<file path="config.mk">
export PLATFORM = sky130hd
export DESIGN_NAME = forwarding_hazard_unit
export DESIGN_NICKNAME = d
export VERILOG_FILES = /design/src/rtl/forwarding_hazard_unit.sv
export SDC_FILE = /design/constraint.sdc
export NUM_CORES = 1
export LEC_CHECK = 0
export BUFFER_PORTS_ARGS = -buffer_cell sky130_fd_sc_hd__buf_2
export CORE_ASPECT_RATIO = 0.8
export CORE_MARGIN = 8
export CORE_UTILIZATION = 31
export DETAILED_ROUTE_END_ITERATION = 7
export HOLD_SLACK_MARGIN = 0.02
export PLACE_DENSITY_LB_ADDON = 0.2
export SYNTH_ARGS = -nofsm -noshare
export SYNTH_HDL_FRONTEND = slang
export SYNTH_SLANG_ARGS = --single-unit
</file>
<file path="constraint.sdc">
create_clock -name clk -period 3.6 [get_ports clk]
set_input_delay 0.18 -clock clk [delete_from_list [all_inputs] [get_ports clk]]
set_output_delay 0.18 -clock clk [all_outputs]
set_load 0.005 [all_outputs]
</file>
<file path="src/rtl/forwarding_hazard_unit.sv">
// forwarding_hazard_unit: tracks recent writers to pick EX operand forwarding
// slots and stalls ID on a load-use dependency that is still too young.
module forwarding_hazard_unit #(
    parameter int AW = 5,
    parameter int NSRC = 2,
    parameter int DEPTH = 3,
    parameter int LOAD_LAT = 1,
    localparam int FW = $clog2(DEPTH + 1)
) (
    input  logic                 clk,
    input  logic                 rst_n,
    input  logic                 id_valid,
    input  logic [NSRC*AW-1:0]   id_src,
    input  logic [NSRC-1:0]      id_src_en,
    input  logic [AW-1:0]        id_dst,
    input  logic                 id_wr,
    input  logic                 id_is_load,
    input  logic                 flush,
    output logic                 stall,
    output logic [NSRC*FW-1:0]   fwd_sel,
    output logic [15:0]          stall_cnt
);
    logic [DEPTH:0] hValid, hWr;
    logic [LOAD_LAT-1:0] hLoad;
    logic [AW-1:0] hDst [DEPTH+1];
    logic [NSRC*AW-1:0] exSrc;
    logic [NSRC-1:0] exSrcEn, useLoad;
    logic issue;

    function automatic logic writes(logic v, logic w, logic [AW-1:0] d, logic [AW-1:0] r);
        return v && w && d != '0 && d == r;
    endfunction

    assign issue = id_valid && !stall && !flush;

    always_ff @(posedge clk or negedge rst_n) begin
        if (!rst_n) begin
            hValid <= '0;
            hWr <= '0;
            hLoad <= '0;
            for (int k = 0; k <= DEPTH; k++) hDst[k] <= '0;
            exSrc <= '0;
            exSrcEn <= '0;
            stall_cnt <= '0;
        end else begin
            hValid <= {hValid[DEPTH-1:0], issue};
            hWr <= {hWr[DEPTH-1:0], id_wr};
            // load flags only matter while the load is younger than LOAD_LAT
            hLoad <= LOAD_LAT'({hLoad, id_is_load});
            for (int k = DEPTH; k >= 1; k--) hDst[k] <= hDst[k-1];
            hDst[0] <= id_dst;
            exSrc <= id_src;
            exSrcEn <= issue ? id_src_en : '0;
            if (stall && stall_cnt != 16'hFFFF) stall_cnt <= stall_cnt + 16'd1;
        end
    end

    always_comb begin
        fwd_sel = '0;
        for (int s = 0; s < NSRC; s++)
            for (int k = DEPTH; k >= 1; k--)
                if (exSrcEn[s] && writes(hValid[k], hWr[k], hDst[k], exSrc[s*AW +: AW]))
                    fwd_sel[s*FW +: FW] = FW'(k);
    end

    // scan oldest to youngest so the youngest matching writer decides
    always_comb begin
        useLoad = '0;
        for (int s = 0; s < NSRC; s++) begin
            for (int k = DEPTH - 1; k >= LOAD_LAT; k--)
                if (id_src_en[s] && writes(hValid[k], hWr[k], hDst[k], id_src[s*AW +: AW]))
                    useLoad[s] = 1'b0;
            for (int k = LOAD_LAT - 1; k >= 0; k--)
                if (id_src_en[s] && writes(hValid[k], hWr[k], hDst[k], id_src[s*AW +: AW]))
                    useLoad[s] = hLoad[k];
        end
    end

    assign stall = id_valid && !flush && |useLoad;
endmodule
</file>
==> results of run 1 <==
==> per-stage QoR <==
step	total power [W]	area (sq um)	hold slack, ns	cells	worst slack (ns)
global route	0.001601	3282	0.07665	387	1.205
floorplan	0.0007536	2512	-0.1156	203	1.844
finish	0.001536	3282	0.08216	387	1.331
detailed placement	0.0007992	2858	0.2894	353	1.684
CTS	0.001559	3282	0.06954	387	1.308
global placement	0.0007982	2858	0.2898	353	1.672
==> critical path, cell delays in order (launching register included) <==
cell and delay [ns]:
dfrtp_1 0.43, or4_1 0.54, o211ai_1 0.28, nor2_1 0.10, nand3_1 0.11, a41o_1 0.19
buf_2 0.12
==> power by group through the flow <==
stage | combinational (W) | sequential, W | clock [W]
6_report | 0.000106 | 0.000694 | 0.000736
5_1_grt | 0.000119 | 0.000697 | 0.000785
4_1_cts | 0.000108 | 0.000694 | 0.000756
3_5_place_dp | 0.0000929 | 0.000706 | 0
3_3_place_gp | 0.0000919 | 0.000706 | 0
2_1_floorplan | 0.0000562 | 0.000697 | 0
==> state kept, by name, summed over array words and instances (netlist names) <==
signal     count
stall_cnt     16
hLoad          1
exSrcEn        2
hValid         4
hDst          20
hWr            4
exSrc         10
==> synthesized netlist by cell type, types with 2 or more instances <==
| cell | n | area share, % |
|---|---|---|
| nand2_1 | 7 | 1.0 |
| and2_1 | 2 | 0.50 |
| dfrtp_1 | 57 | 57 |
| a21oi_1 | 2 | 0.40 |
| o211ai_1 | 3 | 0.90 |
| nand3_1 | 13 | 2.6 |
| and3_2 | 2 | 0.60 |
| nand4_1 | 18 | 4.5 |
| or4_1 | 3 | 0.90 |
| nor2_1 | 5 | 0.75 |
| and3_1 | 10 | 2.5 |
| nor3_1 | 6 | 1.2 |
| xnor2_1 | 55 | 19 |
==> layer usage <==
metal / vias to the layer above / track usage, %
met5: - / 0
met4: 0 / 7.651
met3: 10 / 2.671
met2: 41 / 16.08
met1: 855 / 15.95
li1: 866 / -
==> logic make-up after synthesis <==
logic type / Yosys count / synth area share (%)
multiplexers: 1 / 0.5974
AO/OA/AOI/OAI: 12 / 5.130
buffers and inverters: 3 / 0.7471
adder cells (fa/ha/maj): 1 / 0.4979
flip-flops: 57 / 56.77
XOR/XNOR: 55 / 19.17
AND/OR/NAND/NOR: 74 / 17.08
==> final timing paths <==
path	start	endpoint	slack [ns]	depth (start not counted)
setup / recovery	hDst[6]	fwd_sel[0]	1.33	6
hold / removal	id_src_en[0]	exSrcEn[0]	0.08	2
setup reg to reg	hDst[15]	stall_cnt[1]	1.71	5
hold reg to reg	hWr[2]	hWr[3]	0.38	0
max in group asynchronous	rst_n	stall_cnt[12]	2.30	3
min in group asynchronous	rst_n	hDst[17]	0.53	2
==> layout make-up <==
cell class                      instances  area (sq um)
Inverter                                1         6.256
Clock inverter                          5         102.6
Fill cell                             795          4628
Tap cell                              108         135.1
Sequential cell                        57          1426
Multi-Input combinational cell        143          1067
Clock buffer                           11         141.4
Timing Repair Buffer                   62         402.9
==> layout by cell type, fill, tap and decap left out, types with 2 or more instances in the layout <==
cell type	Yosys	routed
nor3_1	6	6
and2_1	2	2
buf_2	0	43
clkbuf_8	0	10
a21oi_1	2	2
xnor2_1	55	55
nor2_1	5	5
bufinv_16	0	3
dlygate4sd3_1	0	18
or4_1	3	3
o211ai_1	3	3
nand2_1	7	7
nand3_1	13	13
and3_2	2	2
nand4_1	18	18
and3_1	10	10
dfrtp_1	57	57
==> what timing repair did <==
| item | CTS | global route |
|---|---|---|
| buffers inserted | 0 | 0 |
| endpoints found under the hold margin | 58 | 0 |
| hold buffers | 18 | 0 |
==> results.py, run 1 <==
metrics = {
    "global_route": {
        "grt_pass1_vias": 1909,
        "global_route_wire_length_before_repair_mm": 9.715,
        "grt_start_max_net_pins": 43,
        "antenna_violations_before_repair": 0,
        "grt.total_usage_pct": 11.62,
        "globalRouteOverflowTotal": 0,
    },
    "worst_setup_path": {
        "cp-start-kind": "flip-flop",
        "category_of_the_worst_setup_path_capture_point": "output pin",
        "required_ns": 3.42,
        "cp.arrival_ns": 2.09,
        "worstPathMaxFanout": 4,
        "crit_path_category": "flip-flop to output pin",
    },
    "clock_network": {
        "tritoncts_clock_tree": "yes",
        "htree_levels": 3,
        "cts.sink_count": 57,
        "worstSkewPairLatency_ns": 0.34,
        "clk_transition_reported_paths_ns": 0.06,
        "cts-root-buf": "clkbuf_8",
        "clockBufferDepth": 2,
        "tritoncts.num_buffers": 9,
        "post_cts_resized": 0,
    },
    "power_and_ir_drop": {
        "power_per_cell_area_nw_per_um2": 468.0,
        "p_comb_share_pct": 6.9,
        "power.share.clock_pct": 47.9,
        "cell_internal_pwr_w": 0.001201,
        "switching_share_pct": 21.82,
        "irDropWorstVdd_v": 0.0002672,
        "netSwitchingPower_w": 0.0003352,
        "power_leakage_nw": 1.404,
        "seqPwrFrac_pct": 45.2,
    },
    "floorplanning": {
        "starting_density_of_the_core_pct": 31.76,
        "design.core.area_sq_um": 7910,
        "die-width_microns": 116.7,
        "chipHeight_microns": 96.52,
        "die_area_sq_um": 11260,
        "pin_count": 44,
        "num_rows": 29,
    },
    "drt": {
        "firstDrtPassIters": 6,
        "avgViaCountPerCell": 4.579,
        "dr_wl_met2_mm": 2.486,
        "detailedRoute.firstIterationViolations": 67,
        "routedWlPerCell_microns": 15.05,
        "metal_1_wl_mm": 3.037,
        "drc": 0,
        "drt-total-wl_mm": 5.824,
        "detailroute.wirelength.met3_microns": 170,
        "route.top_layer_used": "met4",
        "ant_nets": 0,
        "detailroute.via_count": 1772,
    },
    "yosys": {
        "async_sr_flop_fraction_pct": 100.0,
        "synth.yosys.warnings": 0,
        "synth_enable_flop_cells": 0,
        "synth_cells": 203,
        "syn-mean-instance-area_sq_um": 12.38,
        "number_of_nets_produced_by_synthesis": 227,
        "netlist-cell-type-count": 33,
        "ff_latch_count_synth": 57,
        "seq_area_frac_synth_pct": 56.77,
        "post_synth_instance_area_sq_um": 2512,
        "synth-main-ff-cell": "dfrtp_1",
    },
    "sta": {
        "final.min_clock_period_ns": 2.269,
        "slew_headroom_pct": 38.25,
        "final-max-slew-violation-count": 0,
        "fin_setup_tns_ns": 0,
        "tightest_slew_ns": 0.9262,
        "fmax_mhz": 440.8,
        "grt_setup_unrepaired": "no",
        "timing.final.crit_share_pct": 63.02,
        "timing_hold_violations_final": 0,
        "final-setup-viol-count": 0,
        "clock-skew-final_ns": 0.004692,
    },
    "cells_and_area": {
        "share_of_layout_cells_above_drive_strength_1_pct": 24.73,
        "finalCoreUtilization_pct": 41.49,
        "area_added_between_synthesis_and_finish_pct": 30.63,
        "final_net_count": 298,
        "diodes": 0,
    },
    "placed_design": {
        "gp_congestion": 0.7729,
        "portBuffers": 43,
        "hpwl_mm": 4.380,
    },
    "worst_hold_path": {
        "hp-class": "input pin to flip-flop",
    },
    "run_status": {
        "outcome": "completed",
    },
    "job": {
        "reported_max_cap_violation_count": 0,
    },
}
No activity file was read; power rests on OpenSTA's default activity.
==> run 2: changes to the inputs <==
Clock period 3.6 ns to 2.14 ns, I/O delays scaled along.
==> run 2 against run 1 <==
- clock skew is 0.0051 ns higher
- clock power is 19% higher
- flip-flop and latch count stayed put
- sequential share of layout area is 1.2 points lower
- largest power group is now registers
- combinational power is 96% higher
- largest cell class unchanged
==> results.py, run 2 (synthesized netlist as in run 1, its figures left out) <==
metrics = {
    "sta": {
        "clock-skew-final_ns": 0.009780,
        "tightest_slew_ns": 0.4435,
        "fmax_mhz": 480.3,
        "final.min_clock_period_ns": 2.082,
        "timing_hold_violations_final": 0,
        "final-setup-viol-count": 0,
        "slew_headroom_pct": 70.16,
        "grt_setup_unrepaired": "yes",
        "timing.final.crit_share_pct": 97.29,
        "final-max-slew-violation-count": 0,
    },
    "cells_and_area": {
        "most_common_cell_after_layout_fill_and_taps_aside": "dfrtp_1",
        "area_added_between_synthesis_and_finish_pct": 34.21,
        "regMostFlops": "hDst",
        "top_regs": "hDst x20, stall_cnt x16, exSrc x10",
        "diodes": 0,
        "largest_reg_flops": 20,
        "final_cell_count_no_fill": 405,
        "share_of_layout_cells_above_drive_strength_1_pct": 28.96,
        "final_net_count": 316,
        "num-fill-cells": 802,
        "mostFrequentLayoutCells": "dfrtp_1 (57), xnor2_1 (55), buf_2 (43)",
    },
    "global_route": {
        "global_route_wire_length_before_repair_mm": 9.577,
        "grt.total_usage_pct": 11.37,
        "antenna_violations_before_repair": 0,
        "grt_pass1_vias": 1817,
        "grt_start_max_net_pins": 58,
        "globalRouteOverflowTotal": 0,
    },
    "clock_network": {
        "clockBufferDepth": 2,
        "htree_levels": 3,
        "tritoncts.num_buffers": 9,
        "clk_transition_reported_paths_ns": 0.06,
        "tritoncts_clock_tree": "yes",
        "cts.sink_count": 57,
        "cts-root-buf": "clkbuf_8",
        "worstSkewPairLatency_ns": 0.32,
    },
    "worst_hold_path": {
        "hp-class": "input pin to flip-flop",
        "hold_path.startpoint": "flush",
    },
    "power_and_ir_drop": {
        "power.share.clock_pct": 38.9,
        "switching_share_pct": 23.63,
        "power_per_cell_area_nw_per_um2": 666.4,
        "power_leakage_nw": 1.471,
        "seqPwrFrac_pct": 51.8,
        "p_comb_share_pct": 9.3,
        "netSwitchingPower_w": 0.0005309,
        "cell_internal_pwr_w": 0.001716,
        "irDropWorstVdd_v": 0.0002834,
        "report.power.total_w": 0.002247,
    },
    "floorplanning": {
        "pin_count": 44,
        "num_rows": 29,
        "starting_density_of_the_core_pct": 31.76,
        "design.core.area_sq_um": 7910,
        "die-width_microns": 116.7,
        "chipHeight_microns": 96.52,
        "die_area_sq_um": 11260,
    },
    "worst_setup_path": {
        "critical-path-slowest-cell": "or4_4",
        "setup.worst_path.start": "hDst[1]",
        "cp.arrival_ns": 1.98,
        "cp-start-kind": "flip-flop",
        "cell_chain_critical_path": "or4_4, o211ai_1, nor2_1, a41o_1, buf_2",
        "crit_path_category": "flip-flop to output pin",
        "worstReg2RegStart": "stall_cnt[0]",
        "setup.reg_to_reg.worst_slack_ns": 0.27,
        "category_of_the_worst_setup_path_capture_point": "output pin",
        "required_ns": 2.03,
        "worstPathMaxFanout": 3,
        "cp_slowest_stage_delay_ns": 0.54,
    },
    "drt": {
        "detailroute.via_count": 1834,
        "drt-total-wl_mm": 5.922,
        "detailedRoute.firstIterationViolations": 81,
        "firstDrtPassIters": 4,
        "avgViaCountPerCell": 4.528,
        "ant_nets": 0,
        "drc": 0,
        "routedWlPerCell_microns": 14.62,
    },
    "job": {
        "reported_max_cap_violation_count": 0,
    },
    "run_status": {
        "outcome": "completed",
    },
    "placed_design": {
        "portBuffers": 43,
        "hpwl_mm": 4.246,
        "gp_congestion": 0.7831,
        "placedCellCount": 355,
    },
}
-- run 2: cell types whose count changed in the layout (fill, tap and decap cells not counted), sizes merged --
| cell | before | now |
|---|---|---|
| clkinv | 1 | 3 |
| bufinv | 3 | 0 |
| clkbuf | 11 | 13 |
| dlygate4sd3 | 18 | 20 |
| clkinvlp | 1 | 0 |
| buf | 44 | 60 |
-- run 2: repair_timing --
| item | 4_1_cts | 5_1_grt |
|---|---|---|
| buffers inserted | 4 | 10 |
| hold buffers | 20 | 0 |
| gates resized for setup | 1 | 2 |
| endpoints found under the setup margin | 2 | 5 |
| pin swaps | 2 | 10 |
| hold endpoints to repair | 76 | 0 |
-- run 2: layout make-up --
class	instances	area, sq um	area share, %
well taps	108	135.1	4.007
flip-flops and latches	57	1426	42.30
inverters	1	6.256	0.1855
clock inverters	3	15.01	0.4453
multi-input cells	143	1075	31.87
clock buffers	13	158.9	4.712
repair buffers	80	555.5	16.47
-- run 2: metrics by stage --
stage	setup TNS, ns	setup slack (ns)	utilization, %	instance area (sq um)	hold slack [ns]
6_report	0	0.05791	42.63	3372	0.2053
5_1_grt	-0.1066	-0.05402	42.63	3372	0.1906
4_1_cts	0	0.01843	41.58	3289	0.1896
3_5_place_dp	0	0.2542	36.48	2885	0.1310
3_3_place_gp	0	0.2843	36.48	2885	0.1308
2_1_floorplan	0	0.3838	-	2512	-0.1886
-- run 2: layer usage --
metal / vias up / GRT usage, % / wire length [microns]
li1: 898 / - / -
met1: 876 / 15.69 / 2940
met2: 54 / 15.79 / 2576
met3: 6 / 3.975 / 315
met4: 0 / 4.782 / 89
met5: - / 0 / 0
-- run 2: power groups by stage --
stage	registers, W	clock network [W]	logic [W]
CTS	0.00117	0.000905	0.000195
floorplan	0.00117	0	0.0000946
global route	0.00117	0.000962	0.000230
finish	0.00116	0.000874	0.000208
detailed placement	0.00119	0	0.000158
global placement	0.00119	0	0.000158
-- run 2: final timing paths --
path / cells past startpoint / end
max: 5 / fwd_sel[0]
min: 3 / hValid[0]
max reg2reg: 6 / stall_cnt[1]
min reg2reg: 0 / hValid[1]
max in group asynchronous: 3 / hDst[1]
min in group asynchronous: 3 / hDst[19]
-- run 2: worst max-delay path, delay by kind of cell, from the launching register on --
family,cells,cell delay (ns)
and+or+nand+nor,2,0.65
AOI/OAI and AO/OA,2,0.50
DFF,1,0.39
buffers and inverters,1,0.12
==> run 3: changes to the inputs <==
Settings changed: GPL_TIMING_DRIVEN from default to 0, PLACE_DENSITY from default to 0.54, PLACE_DENSITY_LB_ADDON 0.2 to default.
==> run 3 against run 2 <==
- sequential share of layout area is 0.37 points higher
- sequential power hardly changed
- clock power is 17% higher
- global-route usage hardly changed
- fmax is 1.0% lower
- first-iteration DRC count is 9.9% higher
- design area is 0.70% lower
- clock skew is 0.0035 ns lower
- worst setup slack worse by 0.021 ns
- register-to-register slack worse by 0.05 ns
- count of clock-buffer cells in the layout is 4 lower
- non-clock buffer count is 7 lower
- highest routed layer unchanged
==> results.py, run 3 (synthesized netlist as in run 1, its figures left out) <==
metrics = {
    "run_status": {
        "outcome": "completed",
    },
    "cells_and_area": {
        "largest_reg_flops": 20,
        "combined_area_of_the_multi_input_logic_cells_sq_um": 1085,
        "mostFrequentLayoutCells": "xnor2_1 (55), dfrtp_1 (55), buf_2 (42)",
        "diodes": 0,
        "share_of_layout_cells_above_drive_strength_1_pct": 29.31,
        "area_added_between_synthesis_and_finish_pct": 33.27,
        "top_regs": "hDst x20, stall_cnt x16, exSrc x10",
        "num-fill-cells": 774,
        "regMostFlops": "hDst",
        "final_net_count": 309,
        "ff_latch_area_sq_um": 1429,
    },
    "drt": {
        "detailroute.via_count": 1845,
        "metal_1_wl_mm": 2.866,
        "dr_wl_met2_mm": 2.710,
        "drc": 0,
        "avgViaCountPerCell": 4.636,
        "detailroute.wirelength.met3_microns": 249,
        "drt-total-wl_mm": 5.918,
        "routedWlPerCell_microns": 14.87,
        "detailedRoute.firstIterationViolations": 89,
        "ant_nets": 0,
        "firstDrtPassIters": 4,
        "route.top_layer_used": "met4",
    },
    "clock_network": {
        "clockBufferDepth": 2,
        "cts.sink_count": 57,
        "tritoncts_clock_tree": "yes",
        "tritoncts.num_buffers": 9,
        "clk_transition_reported_paths_ns": 0.08,
        "cts-root-buf": "clkbuf_8",
        "worstSkewPairLatency_ns": 0.33,
        "htree_levels": 3,
    },
    "power_and_ir_drop": {
        "power_per_cell_area_nw_per_um2": 712.1,
        "report.power.total_w": 0.002384,
        "power_leakage_nw": 1.432,
        "irDropWorstVdd_v": 0.0003397,
    },
    "floorplanning": {
        "design.core.area_sq_um": 7910,
        "die_area_sq_um": 11260,
        "starting_density_of_the_core_pct": 31.76,
        "die-width_microns": 116.7,
        "chipHeight_microns": 96.52,
        "num_rows": 29,
        "pin_count": 44,
    },
    "worst_setup_path": {
        "cell_chain_critical_path": "or4_1, o211ai_1, nor2_1, a41o_1, buf_2",
        "category_of_the_worst_setup_path_capture_point": "output pin",
        "cp_slowest_stage_delay_ns": 0.55,
        "critical-path-slowest-cell": "or4_1",
        "cp-start-kind": "flip-flop",
        "required_ns": 2.03,
        "crit_path_category": "flip-flop to output pin",
        "worstPathMaxFanout": 3,
        "cp.arrival_ns": 2.00,
    },
    "sta": {
        "timing.final.crit_share_pct": 98.28,
        "final.min_clock_period_ns": 2.103,
        "tightest_slew_ns": 0.7358,
        "timing_hold_violations_final": 0,
        "final-setup-viol-count": 0,
        "postLayoutSetupSlackWorst_ns": 0.03681,
        "clock-skew-final_ns": 0.006316,
        "final-max-slew-violation-count": 0,
        "grt_setup_unrepaired": "yes",
        "fmax_mhz": 475.5,
        "slew_headroom_pct": 50.95,
    },
    "placed_design": {
        "hpwl_mm": 4.154,
        "portBuffers": 43,
        "placement.setup.worst_slack_ns": 0.2097,
        "gp_congestion": 0.7723,
    },
    "global_route": {
        "globalRouteOverflowTotal": 0,
        "global_route_wire_length_before_repair_mm": 9.784,
        "grt_start_max_net_pins": 58,
        "antenna_violations_before_repair": 0,
        "grt_pass1_vias": 1958,
        "grt.total_usage_pct": 11.35,
    },
    "job": {
        "reported_max_cap_violation_count": 0,
    },
    "worst_hold_path": {
        "hp-class": "input pin to flip-flop",
    },
}
==> run 3: cell count changes in the layout (fill, tap and decap cells not counted), sizes merged <==
| cell | change |
|---|---|
| clkinvlp | +3 |
| bufinv | +1 |
| inv | +2 |
| clkinv | -2 |
| buf | -8 |
| clkbuf | -3 |
==> run 3: worst max-delay path, delay by kind of cell (launching register included) <==
kind	cells	cell delay, ns
simple gates	2	0.65
compound gates	2	0.48
flops	1	0.41
buf+inv	1	0.12
==> run 3: area by class of cell <==
type / instances / share of cell area [%]
sequential: 57 / 42.68
multi-input combinational: 143 / 32.40
timing repair buffer: 71 / 14.28
buffer: 2 / 0.3737
clock inverter: 7 / 2.354
clock buffer: 9 / 3.700
tap: 108 / 4.036
inverter: 1 / 0.1868
==> run 3: final timing paths <==
path | slack (ns) | start | end | cells after the start
min in group asynchronous | 0.36 | rst_n | stall_cnt[12] | 2
hold / removal | 0.17 | flush | hValid[0] | 3
hold reg to reg | 0.38 | hWr[0] | hWr[1] | 0
setup reg to reg | 0.22 | stall_cnt[0] | stall_cnt[1] | 6
max in group asynchronous | 1.23 | rst_n | hDst[15] | 2
setup / recovery | 0.04 | hDst[2] | fwd_sel[0] | 5
==> run 3: layer usage <==
layer,up-vias,track usage (%)
met2,45,16.61
met5,-,0
met3,7,2.298
met1,903,15.82
li1,890,-
met4,0,5.313
==> run 3: what timing repair did <==
action,4_1_cts,5_1_grt
endpoints found under the setup margin,3,5
buffers inserted,5,3
gates resized for setup,1,7
pin swaps,4,9
endpoints found under the hold margin,19,57
hold buffers,19,1
==> run 3: power breakdown <==
part / switching [W] / internal [W] / total (W)
registers: 0.0000472 / 0.00112 / 0.00116
clock network: 0.000478 / 0.000546 / 0.00102
logic: 0.0000853 / 0.000110 / 0.000195
total: 0.000611 / 0.00177 / 0.00238
==> run 3: through the flow <==
stage	utilization, %	setup TNS, ns	instances	cell area [sq um]	hold slack (ns)
final	42.33	0	398	3348	0.1681
after global routing	42.33	-0.08554	398	3348	0.1838
after CTS	41.63	0	394	3293	0.1058
after detailed placement	36.19	0	354	2863	0.2167
after global placement	36.19	0	354	2863	0.2163
after floorplan	-	0	203	2512	-0.1886
